<file path="src/rtl/eth_mac_csr_bridge.sv">
// -----------------------------------------------------------------------------
// eth_mac_csr_bridge
//
// Purpose:
//   Bridges a single command/response request port onto NUM_PORTS Avalon-MM
//   MAC CSR slaves. It handles one access at a time. Each access targets one
//   port and drives one read or write strobe until that port drops
//   waitrequest. If waitrequest stays high for TIMEOUT_CYC strobe cycles, the
//   access is aborted. A request to a port index that does not exist finishes
//   at once with a bad-port flag. Timeouts and bad-port requests are counted in
//   a saturating 16-bit error counter.
//
// Handshake:
//   A request is accepted on a rising edge where cmd_valid=1 and cmd_ready=1.
//   cmd_ready is high only in IDLE, and cmd_valid is ignored at every other
//   time. Each accepted request produces exactly one rsp_valid pulse, unless
//   reset intervenes. rsp_rdata, rsp_timeout and rsp_badport are valid while
//   rsp_valid=1 and hold their values until the next pulse.
//
// Ports:
//   prmgmt_ctrl_clk     sole clock, rising edge
//   prmgmt_arst         synchronous active-high reset
//   cmd_*               request (valid/ready), write flag, port, address, data
//   rsp_*               completion pulse, read data, timeout / bad-port flags
//   err_count, err_clr  saturating error counter and its synchronous clear
//   csr_*               per-port Avalon-MM strobes, shared address/writedata,
//                       packed readdata, per-port waitrequest
//   dbg_state           current FSM state (0=IDLE, 1=ACCESS, 2=DONE)
// -----------------------------------------------------------------------------
module eth_mac_csr_bridge #(
    parameter  int NUM_PORTS   = 4,
    parameter  int ADDR_W      = 16,
    parameter  int TIMEOUT_CYC = 1024,
    localparam int SEL_W       = (NUM_PORTS > 1) ? $clog2(NUM_PORTS) : 1
) (
    input  logic                    prmgmt_ctrl_clk,
    input  logic                    prmgmt_arst,
    // request
    input  logic                    cmd_valid,
    input  logic                    cmd_write,
    input  logic [SEL_W-1:0]        cmd_port,
    input  logic [ADDR_W-1:0]       cmd_addr,
    input  logic [31:0]             cmd_wdata,
    output logic                    cmd_ready,
    // response
    output logic                    rsp_valid,
    output logic [31:0]             rsp_rdata,
    output logic                    rsp_timeout,
    output logic                    rsp_badport,
    // error counter
    output logic [15:0]             err_count,
    input  logic                    err_clr,
    // MAC CSR slaves
    output logic [NUM_PORTS-1:0]    csr_read,
    output logic [NUM_PORTS-1:0]    csr_write,
    output logic [ADDR_W-1:0]       csr_address,
    output logic [31:0]             csr_writedata,
    input  logic [NUM_PORTS*32-1:0] csr_readdata,
    input  logic [NUM_PORTS-1:0]    csr_waitrequest,
    // debug
    output logic [1:0]              dbg_state
);

    typedef enum logic [1:0] {
        ST_IDLE   = 2'd0,
        ST_ACCESS = 2'd1,
        ST_DONE   = 2'd2
    } state_t;

    // The last strobe cycle before an abort is the one where the counter
    // holds TIMEOUT_CYC-1. The counter is 0 in the first ACCESS cycle.
    localparam logic [15:0] TIMEOUT_LIMIT = 16'(TIMEOUT_CYC - 1);

    state_t                 state_q, state_d;
    logic                   write_q, write_d;
    logic [SEL_W-1:0]       port_q, port_d;
    logic [ADDR_W-1:0]      addr_q, addr_d;
    logic [31:0]            wdata_q, wdata_d;
    logic [15:0]            cnt_q, cnt_d;
    logic [NUM_PORTS-1:0]   csr_read_q, csr_read_d;
    logic [NUM_PORTS-1:0]   csr_write_q, csr_write_d;
    logic                   cmd_ready_q, cmd_ready_d;
    logic                   rsp_valid_q, rsp_valid_d;
    logic [31:0]            rsp_rdata_q, rsp_rdata_d;
    logic                   rsp_timeout_q, rsp_timeout_d;
    logic                   rsp_badport_q, rsp_badport_d;
    logic [15:0]            err_count_q, err_count_d;

    logic                   cmd_port_ok;
    logic [NUM_PORTS-1:0]   cmd_port_onehot;
    logic                   sel_wait;
    logic [31:0]            sel_rdata;

    // Decode the incoming port index into a one-hot strobe vector. An
    // out-of-range index gives an all-zero vector and a cleared cmd_port_ok.
    always_comb begin
        cmd_port_ok     = 1'b0;
        cmd_port_onehot = '0;
        for (int p = 0; p < NUM_PORTS; p++) begin
            if (int'(cmd_port) == p) begin
                cmd_port_ok        = 1'b1;
                cmd_port_onehot[p] = 1'b1;
            end
        end
    end

    // Select the waitrequest and readdata of the registered target port.
    // The loop form keeps a bad index from addressing past the bus.
    always_comb begin
        sel_wait  = 1'b1;
        sel_rdata = 32'h0;
        for (int p = 0; p < NUM_PORTS; p++) begin
            if (int'(port_q) == p) begin
                sel_wait  = csr_waitrequest[p];
                sel_rdata = csr_readdata[p*32 +: 32];
            end
        end
    end

    always_comb begin
        state_d       = state_q;
        write_d       = write_q;
        port_d        = port_q;
        addr_d        = addr_q;
        wdata_d       = wdata_q;
        cnt_d         = cnt_q;
        csr_read_d    = csr_read_q;
        csr_write_d   = csr_write_q;
        rsp_valid_d   = 1'b0;
        rsp_rdata_d   = rsp_rdata_q;
        rsp_timeout_d = rsp_timeout_q;
        rsp_badport_d = rsp_badport_q;

        case (state_q)
            ST_IDLE: begin
                if (cmd_valid && cmd_ready_q) begin
                    write_d = cmd_write;
                    port_d  = cmd_port;
                    addr_d  = cmd_addr;
                    wdata_d = cmd_wdata;
                    cnt_d   = 16'h0;
                    if (cmd_port_ok) begin
                        state_d     = ST_ACCESS;
                        csr_read_d  = cmd_write ? '0 : cmd_port_onehot;
                        csr_write_d = cmd_write ? cmd_port_onehot : '0;
                    end else begin
                        // A nonexistent slave cannot be strobed, so respond
                        // on the next cycle.
                        state_d       = ST_DONE;
                        rsp_valid_d   = 1'b1;
                        rsp_rdata_d   = 32'h0;
                        rsp_timeout_d = 1'b0;
                        rsp_badport_d = 1'b1;
                    end
                end
            end

            ST_ACCESS: begin
                cnt_d = cnt_q + 16'h1;
                // Completion is checked before the timeout. If waitrequest
                // drops on the limit cycle, the access is a normal completion.
                if (!sel_wait) begin
                    state_d       = ST_DONE;
                    csr_read_d    = '0;
                    csr_write_d   = '0;
                    rsp_valid_d   = 1'b1;
                    rsp_rdata_d   = write_q ? 32'h0 : sel_rdata;
                    rsp_timeout_d = 1'b0;
                    rsp_badport_d = 1'b0;
                end else if (cnt_q == TIMEOUT_LIMIT) begin
                    state_d       = ST_DONE;
                    csr_read_d    = '0;
                    csr_write_d   = '0;
                    rsp_valid_d   = 1'b1;
                    rsp_rdata_d   = 32'hFFFF_FFFF;
                    rsp_timeout_d = 1'b1;
                    rsp_badport_d = 1'b0;
                end
            end

            ST_DONE: begin
                state_d = ST_IDLE;
            end

            default: begin
                state_d     = ST_IDLE;
                csr_read_d  = '0;
                csr_write_d = '0;
            end
        endcase

        cmd_ready_d = (state_d == ST_IDLE);
    end

    // Error counter: clear wins over a same-cycle increment, and the count
    // saturates instead of wrapping.
    always_comb begin
        err_count_d = err_count_q;
        if (err_clr) begin
            err_count_d = 16'h0;
        end else if (rsp_valid_q && (rsp_timeout_q || rsp_badport_q) &&
                     (err_count_q != 16'hFFFF)) begin
            err_count_d = err_count_q + 16'h1;
        end
    end

    always_ff @(posedge prmgmt_ctrl_clk) begin
        if (prmgmt_arst) begin
            state_q       <= ST_IDLE;
            write_q       <= 1'b0;
            port_q        <= '0;
            addr_q        <= '0;
            wdata_q       <= 32'h0;
            cnt_q         <= 16'h0;
            csr_read_q    <= '0;
            csr_write_q   <= '0;
            cmd_ready_q   <= 1'b1;
            rsp_valid_q   <= 1'b0;
            rsp_rdata_q   <= 32'h0;
            rsp_timeout_q <= 1'b0;
            rsp_badport_q <= 1'b0;
            err_count_q   <= 16'h0;
        end else begin
            state_q       <= state_d;
            write_q       <= write_d;
            port_q        <= port_d;
            addr_q        <= addr_d;
            wdata_q       <= wdata_d;
            cnt_q         <= cnt_d;
            csr_read_q    <= csr_read_d;
            csr_write_q   <= csr_write_d;
            cmd_ready_q   <= cmd_ready_d;
            rsp_valid_q   <= rsp_valid_d;
            rsp_rdata_q   <= rsp_rdata_d;
            rsp_timeout_q <= rsp_timeout_d;
            rsp_badport_q <= rsp_badport_d;
            err_count_q   <= err_count_d;
        end
    end

    assign cmd_ready     = cmd_ready_q;
    assign rsp_valid     = rsp_valid_q;
    assign rsp_rdata     = rsp_rdata_q;
    assign rsp_timeout   = rsp_timeout_q;
    assign rsp_badport   = rsp_badport_q;
    assign err_count     = err_count_q;
    assign csr_read      = csr_read_q;
    assign csr_write     = csr_write_q;
    assign csr_address   = addr_q;
    assign csr_writedata = wdata_q;
    assign dbg_state     = state_q;

endmodule
</file>
<file path="config.mk">
export PLATFORM = sky130hd
export DESIGN_NAME = eth_mac_csr_bridge
export DESIGN_NICKNAME = d
export VERILOG_FILES = /design/src/rtl/eth_mac_csr_bridge.sv
export SDC_FILE = /design/constraint.sdc
export NUM_CORES = 1
export LEC_CHECK = 0
export BUFFER_PORTS_ARGS = -buffer_cell sky130_fd_sc_hd__buf_4
export CORE_MARGIN = 10
export CORE_UTILIZATION = 30
export CTS_BUF_LIST = sky130_fd_sc_hd__clkbuf_8 sky130_fd_sc_hd__clkbuf_16
export CTS_CLUSTER_DIAMETER = 40
export CTS_CLUSTER_SIZE = 10
export DETAILED_ROUTE_END_ITERATION = 8
export PLACE_DENSITY_LB_ADDON = 0.25
export SLEW_MARGIN = 20
export SYNTH_ARGS = -nofsm -noshare
export SYNTH_HDL_FRONTEND = slang
export SYNTH_SLANG_ARGS = --single-unit
</file>
<file path="constraint.sdc">
create_clock -name prmgmt_ctrl_clk -period 1.91 [get_ports prmgmt_ctrl_clk]
set_input_delay 0.0955 -clock prmgmt_ctrl_clk [delete_from_list [all_inputs] [get_ports prmgmt_ctrl_clk]]
set_output_delay 0.0955 -clock prmgmt_ctrl_clk [all_outputs]
set_load 0.05 [all_outputs]
</file>
# Word level (Yosys, flattened, before mapping)

Index checks and enable logic that the tools add are counted.

Bits in registers: 129

Add/sub/neg operators: 2
Eq/ne operators: 14
Muxes and demuxes: 53
Bitwise gates (word level): 1
Reductions and logical operators: 14

Operators by type and width:

| operator              | count |
|---|---|
| $mux 32               | 9 |
| $pmux 32 s2           | 1 |
| $add 16x1->16 const B | 2 |
| $mux 4                | 8 |
| $pmux 16 s2           | 1 |
| $pmux 4 s3            | 2 |
| $mux 1                | 23 |
| $eq 16x10->1 const B  | 1 |
| $mux 16               | 1 |
| $ne 16x16->1 const B  | 1 |
| $eq 2x2->1 const B    | 5 |
| $logic_not 2->1       | 4 |
| $mux 2                | 4 |
| $reduce_and 4->1      | 2 |
| $eq 2x1->1 const B    | 3 |
| $ne 2x2->1 const B    | 3 |
| $pmux 1 s2            | 3 |
| $pmux 2 s2            | 1 |
| $reduce_and 2->1      | 2 |
| $logic_and 1x1->1     | 3 |
| $ne 3x3->1 const B    | 1 |
| $reduce_bool 2->1     | 1 |
| $reduce_or 2->1       | 1 |
| $logic_or 1x1->1      | 1 |
| $not 1->1             | 1 |

# Logic depth before layout (Yosys ltp)

Depth in word-level cells: 9
Depth in mapped cells: 7
Mapped depth without buffers: 6

# Least setup slack after synthesis

Ideal clock, no wire load.

Path type: reg-to-reg
Start: register err_count_q[0] (netlist: err_count[0])
End: register err_count_q[7] (netlist: err_count[7])
Library setup time: 115 ps
Arrival: 1,944 ps
Slack: -149 ps
Stages on the path, launching flop included: 7
Clock period less this slack: 2,059 ps
Cell sequence: dfxtp_1 ha_1 nand2_1 nor4_4 a211o_1 nor3_1 o21a_1

Cells in the longest elaborated chain, start to end: 2
Elaborated cells between the ends (all ways): 3
Those cells by class: add/sub (1); eq/ne (1); reduce/logical (1)

RTL lines:

| what                                                                  | RTL line | text |
|---|---|---|
| start, declared                                                       | 87       | `logic [15:0] err_count_q, err_count_d;` |
| start signal, assigned                                                | 237      | `err_count_q <= err_count_d;` |
| parallel branches: the longest is 2 deep, another holds $add 16x1->16 | -        |  |

Parallel ways; which one is timed is not known.
A chain may end at the register's enable or synchronous reset.

# Final worst setup path

Start: register state_q[0] (netlist: dbg_state[0])
End: register csr_read_q[2] (netlist: csr_read[2])

Cells in the longest elaborated chain, start to end: 3
Elaborated cells between the ends (all ways): 9
Those cells by class: eq/ne (5); mux (1); bitwise (1); reduce/logical (2)

RTL lines:

| what                                                | RTL line | text |
|---|---|---|
| start, declared                                     | 74       | `state_t state_q, state_d;` |
| start signal, assigned                              | 224      | `state_q <= state_d;` |
| $eq 2x1->1 (tied with other cells)                  | 134      | `case (state_q)` |
| $ne 3x3->1 (no source line) (tied with other cells) | -        |  |
| $reduce_and 4->1 (no source line)                   | -        |  |
| end signal, assigned                                | 230      | `csr_read_q <= csr_read_d;` |
| end, declared                                       | 80       | `logic [NUM_PORTS-1:0] csr_read_q, csr_read_d;` |

Several ways; a longest one is shown, not always the timed one.

==> results.toml <==
[status]
outcome = "complete, no violations"

[clocking]
clk_path_buf_depth = 2
cts.sinks = 129
cts_tree = "built"
numCtsBuffers = 17
clock-root-buffer = "clkbuf_16"
htreeDepth = 4
clock_latency_ns = 0.41
clk_pin_slew_worst_paths_ns = 0.06

[sta]
report.final.slew_viol_count = 0
period_minus_slack_ns = 1.818
skew_ns = 0.01123
min_period_over_period_pct = 95.16
tightest_slew_ns = 0.4311
fin_ws_ns = 0.09236
finalHoldViolCount = 0
slew-limit-headroom_pct = 71.26
setup_viol = 0
timing.fmax_mhz = 550.2

[final_layout]
design_area_um2 = 9902
num_antenna_cells = 0
n_fill_cell = 1882
final_nets = 1201
drive_gt1_share_pct = 42.83
areaGrowthSynthToFinish_pct = 60.49

[critical_path]
slowest_delay_ns = 0.46
arrival_ns = 2.11
worst_setup_path_start_kind = "flip-flop"
cpLargestDelayFamily = "simple AND/OR/NAND/NOR gates"
worstPathRequired_ns = 2.20
reg2reg_depth = 6
crit_chain = "or3b_2 > o22ai_1 > a21oi_4 > buf_12 > mux2i_1 > nor2_1"
path_depth = 6
path_max_fanout = 8
worst_setup_path_end_kind = "flip-flop"
cp_slowest_cell = "or3b_2"
path_buf_inv = 1
path_class = "reg2reg"

[synth]
synth_top_area_share_pct = 41.86
ys_seq_elements = 129
yosysMostFrequentCell = "dfxtp_1"
synth_top_cells_by_count = "dfxtp_1, nand2_1, a21oi_1"
synthCells = 667
synth_area_leader_cell = "dfxtp_1"
yosys_warnings = 0
seq_area_frac_synth_pct = 41.86
synth_nets = 856
synth_edf_count = 0
ys_types = 47
synthFlopType = "dfxtp_1"
ys_top_cells_by_area = "dfxtp_1, mux4_2, nand2_1"
syn_area_um2 = 6170
ys_async_sr_fraction_pct = 0
syn_area_per_cell_um2 = 9.250

[place]
dp_hpwl_um = 16940
gp_congestion = 0.8845
placed_area_um2 = 8786
dp_slack_ns = 0.1376
numPortBuffers = 296

[global_routing]
grt.overflow.total = 0
grt_use_total_pct = 16.50
first_global_vias = 6441
antenna_found_initial = 0
grt_first_pass_wirelength_um = 35260
grt_max_degree = 46

[floorplanning]
core-area_um2 = 20230
dieArea_um2 = 26700
die_h_um = 163.4
row_count = 52
io_pins = 297
start_util_pct = 30.49
die_x_um = 163.4

[pwr]
powerDensity_nw_per_um2 = 832.9
vdd_drop_max_mv = 0.6668
totalPowerFinal_mw = 8.247
p_leak_nw = 4.109

[min_path]
hold_path_class = "in2reg"
holdPathStages = 3

[route]
viasPerCell = 4.800
post_drt_wl_per_cell_um = 17.51
routed_wl_um = 22670
drt_iter0_drc = 228
antenna_left = 0
vias = 6216
dr.pass1.iters = 4
drc = 0

[job]
drv_cap = 0
[through the flow]
stage	cells	utilization [%]	setup TNS, ns	hold WS [ns]
after floorplan	667	-	0	0.2315
after global placement	1211	43.42	0	0.3419
after detailed placement	1211	43.42	0	0.3509
after CTS	1293	48.69	0	0.004240
after global routing	1295	48.94	-0.0002405	0.01241
final	1295	48.94	0	0.009807
[kinds of logic after synthesis]
group           Yosys count  synth area share [%]
mux                      44                 13.63
buf+inv                  51                 3.955
flops                   129                 41.86
xor+xnor                 10                 1.420
fa+ha+maj                 2                0.4055
compound gates          134                 15.58
simple gates            297                 23.16
[final timing paths]
kind                            slack (ns)             end      startpoint
worst min-delay path                  0.01    err_count[7]         err_clr
worst max-delay path                  0.09     csr_read[2]    dbg_state[0]
worst max register to register        0.09     csr_read[2]    dbg_state[0]
worst min register to register        0.45  csr_address[5]  csr_address[5]
[per-layer routing]
layer  global-route usage (%)  up-vias  wire length, um
li1                         -     3064                -
met1                    19.05     2912             9359
met2                    27.68      224            10870
met3                    6.620       16             2185
met4                    4.508        0              258
met5                        0        -                0
[timing repair]
action                                 in CTS  in global routing
setup endpoints to repair                   0                  3
hold buffers                               50                  0
buffers inserted                            0                  1
endpoints found under the hold margin      50                  0
gates resized for setup                     0                  2
[worst register-to-register path, cell delays in order (launching register included)]
cell,delay [ns]
dfxtp_2,0.42
or3b_2,0.46
o22ai_1,0.35
a21oi_4,0.11
buf_12,0.16
mux2i_1,0.16
nor2_1,0.05
[flip-flops by register name, indices dropped and copies added (netlist names)]
signal and cells:
write_q 1, rsp_rdata 32, dbg_state 2, csr_address 16, csr_write 4, csr_writedata 32
err_count 16, cmd_ready 1, csr_read 4, port_q 2, rsp_valid 1, rsp_timeout 1
cnt_q 16, rsp_badport 1
[area by class of cell]
class / instances / area [um^2] / area share (%)
multi-input cells: 487 / 3362 / 33.95
clock buffers: 18 / 439.2 / 4.435
inverters: 5 / 18.77 / 0.1895
repair buffers: 372 / 3023 / 30.53
well taps: 270 / 337.8 / 3.412
flip-flops and latches: 129 / 2595 / 26.21
clock inverters: 14 / 126.4 / 1.276
[power by group]
group / switching [mW] / internal [mW]
registers: 0.0967 / 2.86
clock network: 1.20 / 1.93
logic: 1.24 / 0.922
[cells in the final DEF (no fill, tap or decap), types with 5 or more instances in the layout]
cell type      netlist  final
dlygate4sd3_1        0     50
buf_4                4    314
mux4_2              32     32
xnor2_1              7      7
inv_1                5      9
dfxtp_1            129    119
nor2_1              70     69
or3_1                6      6
nand2_1            118    118
mux2i_1             12     11
buf_12               0      7
clkbuf_16            0     18
a21oi_1             72     72
a211oi_2            27     27
nand4_1             10     10
nand2b_1            34     34
clkinv_2             0      5
o21ai_0              8      8
dfxtp_2              0     10
or4_1                5      5
a211oi_1             6      6
nand3_1             18     17
a31oi_1              5      5
nor3_1               8      8
(Power assumes the default switching activity.)
